**src/rtl/cylon_gen_if.sv**
```systemverilog
// Control/status bundle for the front-panel cylon LED generator.
// The bench or host drives the master side; cylon_gen sits on the slave side.
interface cylon_gen_if #(
  parameter int MXLED = 8
);
  logic             enable;
  logic [1:0]       rate;
  logic [1:0]       mode;
  logic [MXLED-1:0] q;
  logic             sweep_done;

  modport master (
    output enable, rate, mode,
    input  q, sweep_done
  );

  modport slave (
    input  enable, rate, mode,
    output q, sweep_done
  );
endinterface

```
**src/rtl/cylon_gen.sv**
```systemverilog
// Multi-mode bouncing LED sequence generator with a lamp-test phase after reset.
// It also pulses sweep_done once per full bounce.
module cylon_gen #(
  parameter int MXLED = 8,
  parameter int MXPRE = 21
) (
  input  logic        clock,
  input  logic        reset,
  cylon_gen_if.slave  bus
);
  localparam int MXPOS = (MXLED > 1) ? $clog2(MXLED) : 1;
  localparam logic [MXPOS-1:0] TOP  = MXPOS'(MXLED - 1);
  localparam logic [MXPOS-1:0] NEXT = MXPOS'(MXLED - 2);
  localparam logic [MXPOS-1:0] ONE  = MXPOS'(1);

  typedef enum logic {LAMP, RUN} state_t;

  state_t           state;
  logic [MXPRE-1:0] pre;
  logic [MXPOS-1:0] pos;
  logic             dir_dn;
  logic [1:0]       mode_ff;
  logic [MXLED-1:0] q_r;
  logic             sd_r;
  logic [MXPRE:0]   sum;
  logic             tick;
  logic [MXLED-1:0] pat;

  // A carry-out tick cannot be skipped by any rate, unlike an equality compare.
  assign sum  = {1'b0, pre}
              + (MXPRE+1)'(bus.rate)
              + (MXPRE+1)'(1);
  assign tick = sum[MXPRE];

  always_comb begin
    pat = '0;
    case (mode_ff)
      2'd0:
        for (int i = 0; i < MXLED; i++)
          pat[i] = (i == int'(pos));
      2'd1:
        for (int i = 0; i < MXLED; i++)
          pat[i] = (i == int'(pos))
                || (i == MXLED - 1 - int'(pos));
      2'd2:
        for (int i = 0; i < MXLED; i++)
          pat[i] = (i <= int'(pos));
      default:
        pat = pos[0] ? '0 : '1;
    endcase
  end

  always_ff @(posedge clock) begin
    if (reset) begin
      state   <= LAMP;
      pre     <= '0;
      pos     <= '0;
      dir_dn  <= 1'b0;
      mode_ff <= bus.mode;
      q_r     <= '1;
      sd_r    <= 1'b0;
    end else if (bus.enable) begin
      sd_r    <= 1'b0;
      mode_ff <= bus.mode;
      unique case (state)
        LAMP: begin
          pre <= sum[MXPRE-1:0];
          q_r <= '1;
          if (tick) begin
            state  <= RUN;
            pos    <= '0;
            dir_dn <= 1'b0;
          end
        end
        RUN: begin
          q_r <= pat;
          if (bus.mode != mode_ff) begin
            pos    <= '0;
            dir_dn <= 1'b0;
            pre    <= '0;
          end else begin
            pre <= sum[MXPRE-1:0];
            if (tick) begin
              if (int'(pos) > MXLED - 1) begin
                pos    <= '0;
                dir_dn <= 1'b0;
              end else if (!dir_dn) begin
                if (pos == TOP) begin
                  pos    <= NEXT;
                  dir_dn <= 1'b1;
                end else begin
                  pos <= pos + ONE;
                end
              end else begin
                if (pos == ONE) begin
                  pos    <= '0;
                  dir_dn <= 1'b0;
                  sd_r   <= 1'b1;
                end else begin
                  pos <= pos - ONE;
                end
              end
            end
          end
        end
      endcase
    end else begin
      sd_r <= 1'b0;
    end
  end

  assign bus.q          = q_r;
  assign bus.sweep_done = sd_r;
endmodule

```
**src/flat_wrapper.sv**
```systemverilog
// flat-port wrapper written by rule: the top's interface ports become plain ports
module cylon_gen_flat 
#(
  parameter int MXLED = 8,
  parameter int MXPRE = 21
)
  (clock, reset, bus_enable, bus_rate, bus_mode, bus_q, bus_sweep_done);
  cylon_gen_if #(.MXLED(MXLED)) bus_i ();
  input  logic clock;
  input  logic reset;
  input wire logic [$bits(bus_i.enable)-1:0] bus_enable;
  input wire logic [$bits(bus_i.rate)-1:0] bus_rate;
  input wire logic [$bits(bus_i.mode)-1:0] bus_mode;
  output wire logic [$bits(bus_i.q)-1:0] bus_q;
  output wire logic [$bits(bus_i.sweep_done)-1:0] bus_sweep_done;
  assign bus_i.enable = bus_enable;
  assign bus_i.rate = bus_rate;
  assign bus_i.mode = bus_mode;
  assign bus_q = bus_i.q;
  assign bus_sweep_done = bus_i.sweep_done;
  cylon_gen #(.MXLED(MXLED), .MXPRE(MXPRE)) u_core (.clock(clock), .reset(reset), .bus(bus_i));
endmodule
```
**config.mk**
```make
export PLATFORM = sky130hd
export DESIGN_NAME = cylon_gen_flat
export DESIGN_NICKNAME = d
export VERILOG_FILES = /design/src/rtl/cylon_gen_if.sv /design/src/rtl/cylon_gen.sv /design/src/flat_wrapper.sv
export SDC_FILE = /design/constraint.sdc
export NUM_CORES = 1
export LEC_CHECK = 0
export ABC_AREA = 1
export CAP_MARGIN = 25
export CELL_PAD_IN_SITES_DETAIL_PLACEMENT = 0
export CELL_PAD_IN_SITES_GLOBAL_PLACEMENT = 1
export CORE_ASPECT_RATIO = 1.25
export CORE_UTILIZATION = 47
export CTS_BUF_LIST = sky130_fd_sc_hd__clkbuf_4
export DETAILED_ROUTE_END_ITERATION = 8
export MAX_ROUTING_LAYER = met4
export PLACE_DENSITY_LB_ADDON = 0.15
export SLEW_MARGIN = 40
export SYNTH_ARGS = -nofsm -noshare
export SYNTH_HDL_FRONTEND = slang
export SYNTH_SLANG_ARGS = --single-unit
```
**constraint.sdc**
```tcl
create_clock -name clock -period 3.7 [get_ports clock]
set_input_delay 1.11 -clock clock [delete_from_list [all_inputs] [get_ports clock]]
set_output_delay 1.11 -clock clock [all_outputs]
set_load 0.05 [all_outputs]
```
==> results.cfg <==
[clock_tree]
clockBufferDepth = 2
clkLatencyLatePin_ns = 0.34
cts_buffers = 5
cts-root-buf = clkbuf_4
cts_setup_buffers = 0
h-tree-depth = 2
clkTransAtPathRegs_ns = 0.12
clock-sinks = 37
cts_tree = yes
cts-resized-gates = 0
postCtsHoldBufs = 0

[global_route]
grt_first_pass_wirelength_um = 7620
grt_overflow = 0
grt_max_degree = 13
track_usage_pct = 20.3
grt_pass1_vias = 1768
antenna_found_initial = 0

[synthesis]
syn_area_sq_mm = 0.00220
ys_seq_area_share_pct = 34.6
synth_edf_count = 2
synthArstFlopShare_pct = 0
syn_area_per_cell_sq_um = 6.66
postSynthCellCount = 330
synth_top_area_cell = dfxtp_1
synth-main-ff-cell = dfxtp_1
synth_top_area_share_pct = 31.9
synth_nets = 345
synth_area_leaders = dfxtp_1 (32%), nand2_1 (13%), nor2_1 (11%)
ys_types = 37
synth-seq-cells = 37
yosys_warnings = 0

[power_and_ir_drop]
p_seq_share_pct = 55.1
swShare_pct = 23.0
switching_power_mw = 0.172
cell_internal_pwr_mw = 0.577
leakagePower_nw = 1.11
peakVddDrop_v = 0.000192
power_density_mw_per_mm2 = 304
pwr-share-comb_pct = 7.1
p_clk_share_pct = 37.8

[floorplan]
die_h_um = 78.4
io_pins = 16
rows = 27
die_w_um = 63.2
initial_core_util_pct = 49.3
core_sq_mm = 0.00446
die-area_sq_mm = 0.00495

[min_path]
hp-class = flop to flop

[routing]
wl_per_cell_um = 10.5
drt_iter0_drc = 99
drc = 0
vias_per_cell = 4.84
dr.pass1.iters = 4
final_antenna_net_count = 0
via_count = 1970
totalWireLength_um = 4290

[placed_design]
placed_cell_area_sq_mm = 0.00239
io_buffer_count = 15
gp_congestion = 0.804
place_hpwl_um = 3400

[worst_setup_path]
required_ns = 3.98
crit_path_start_kind = input pin
arrival_ns = 3.01
cp_max_fo = 5
setup.worst_path.class = input pin to flop
end_kind = flop

[final_layout]
diodes = 0
final_common_cell = nand2_1
fin_nets = 363
post-route-util_pct = 55.4
stdcell_area_sq_mm = 0.00247
drive_above_1_share_pct = 8.60
final_cell_mix = nand2_1 (79), nor2_1 (62), inv_1 (52)
syn_to_final_growth_pct = 12.4

[timing]
finalHoldViolCount = 0
fmax_ghz = 0.366
layout_min_cycle_time_ns = 2.73
setup_viol = 0
fin_skew_ns = 0.0173
rsz0062_at_grt = no
slew_headroom_pct = 67.1
setup_tns_ns = 0
worst_pin_slew_ns = 0.491
fin_crit_sh_pct = 73.8
slew_viol_final = 0

[run_status]
status = finished, final reports clean

[flow_run]
max-cap-violations = 0
power by group through the flow:
stage	clock network (mW)	logic, mW	registers, mW
3_3_place_gp	0	0.0537	0.423
4_1_cts	0.296	0.0542	0.413
5_1_grt	0.310	0.0621	0.415
6_report	0.283	0.0533	0.413
2_1_floorplan	0	0.0431	0.420
3_5_place_dp	0	0.0539	0.422
metrics by stage:
| step | power, mW | setup WS (ns) | hold WS, ns | cells |
|---|---|---|---|---|
| floorplan | 0.463 | 1.24 | 0.454 | 330 |
| global placement | 0.476 | 0.612 | 0.447 | 399 |
| detailed placement | 0.476 | 0.585 | 0.452 | 399 |
| CTS | 0.764 | 0.955 | 0.482 | 407 |
| global route | 0.787 | 0.750 | 0.493 | 407 |
| finish | 0.750 | 0.971 | 0.477 | 407 |
layer usage:
layer  global-route usage (%)  up-vias  part of all wire (%)
met5                        -        -                     0
met4                     8.60        0                   2.1
met3                     4.07        8                   2.6
met2                     36.6       24                    52
met1                     21.4      870                    43
li1                         -     1068                     -
worst max-delay path, cell delays in order:
cell	delay [ns]
clkdlybuf4s50_1	0.46
inv_1	0.04
ha_1	0.22
fa_1	0.44
nor2_1	0.18
nand2_1	0.09
nor2_2	0.20
nand2_1	0.09
nand2_1	0.06
nand2_1	0.05
nor2_1	0.07
path summary, 6_finish.rpt:
path / start / endpoint / slack (ns) / cells after the start
worst max-delay path: bus_rate[0] / u_core.pre[18]$_SDFFE_PP0P_ / 0.97 / 11
worst max register to register: u_core.pre[0]$_SDFFE_PP0P_ / u_core.pre[18]$_SDFFE_PP0P_ / 1.88 / 10
worst min-delay path: u_core.bus.q[6]$_SDFFE_PP1P_ / u_core.bus.q[6]$_SDFFE_PP1P_ / 0.48 / 1
worst min register to register: u_core.bus.q[6]$_SDFFE_PP1P_ / u_core.bus.q[6]$_SDFFE_PP1P_ / 0.48 / 1
state kept, by name, indices dropped and copies added, names as in the netlist:
register,count
u_core.pos,3
u_core.bus.sweep_done,1
u_core.state,1
u_core.mode_ff,2
u_core.bus.q,8
u_core.pre,21
u_core.dir_dn,1
cell families (layout without fill, tap and decap cells):
logic type	count (synthesis)	count (layout)	synth area share, %
and+or+nand+nor	191	191	39.5
adders and majority gates	8	8	4.90
buffers and inverters	58	77	10.9
xor gates and xnor gates	4	4	1.94
DFF	37	37	34.6
AOI/OAI and AO/OA	32	32	8.20
final cells by class:
type | count | area [sq um]
multi-input combinational | 235 | 1200
inverter | 54 | 208
timing repair buffer | 15 | 150
clock buffer | 6 | 45.0
tap | 58 | 72.6
sequential | 37 | 761
fill | 473 | 1990
clock inverter | 2 | 35.0
cells in the mapped netlist, types with 4 or more instances:
master   number
a21oi_1      11
dfxtp_1      35
ha_1          7
inv_1        52
nand2_1      79
nand3_1      18
nand4_1       6
nor2_1       62
nor2_2        5
nor3_1        4
o21ai_0      12
or2_2         4
Note: power is estimated with default switching activity, not from simulation.
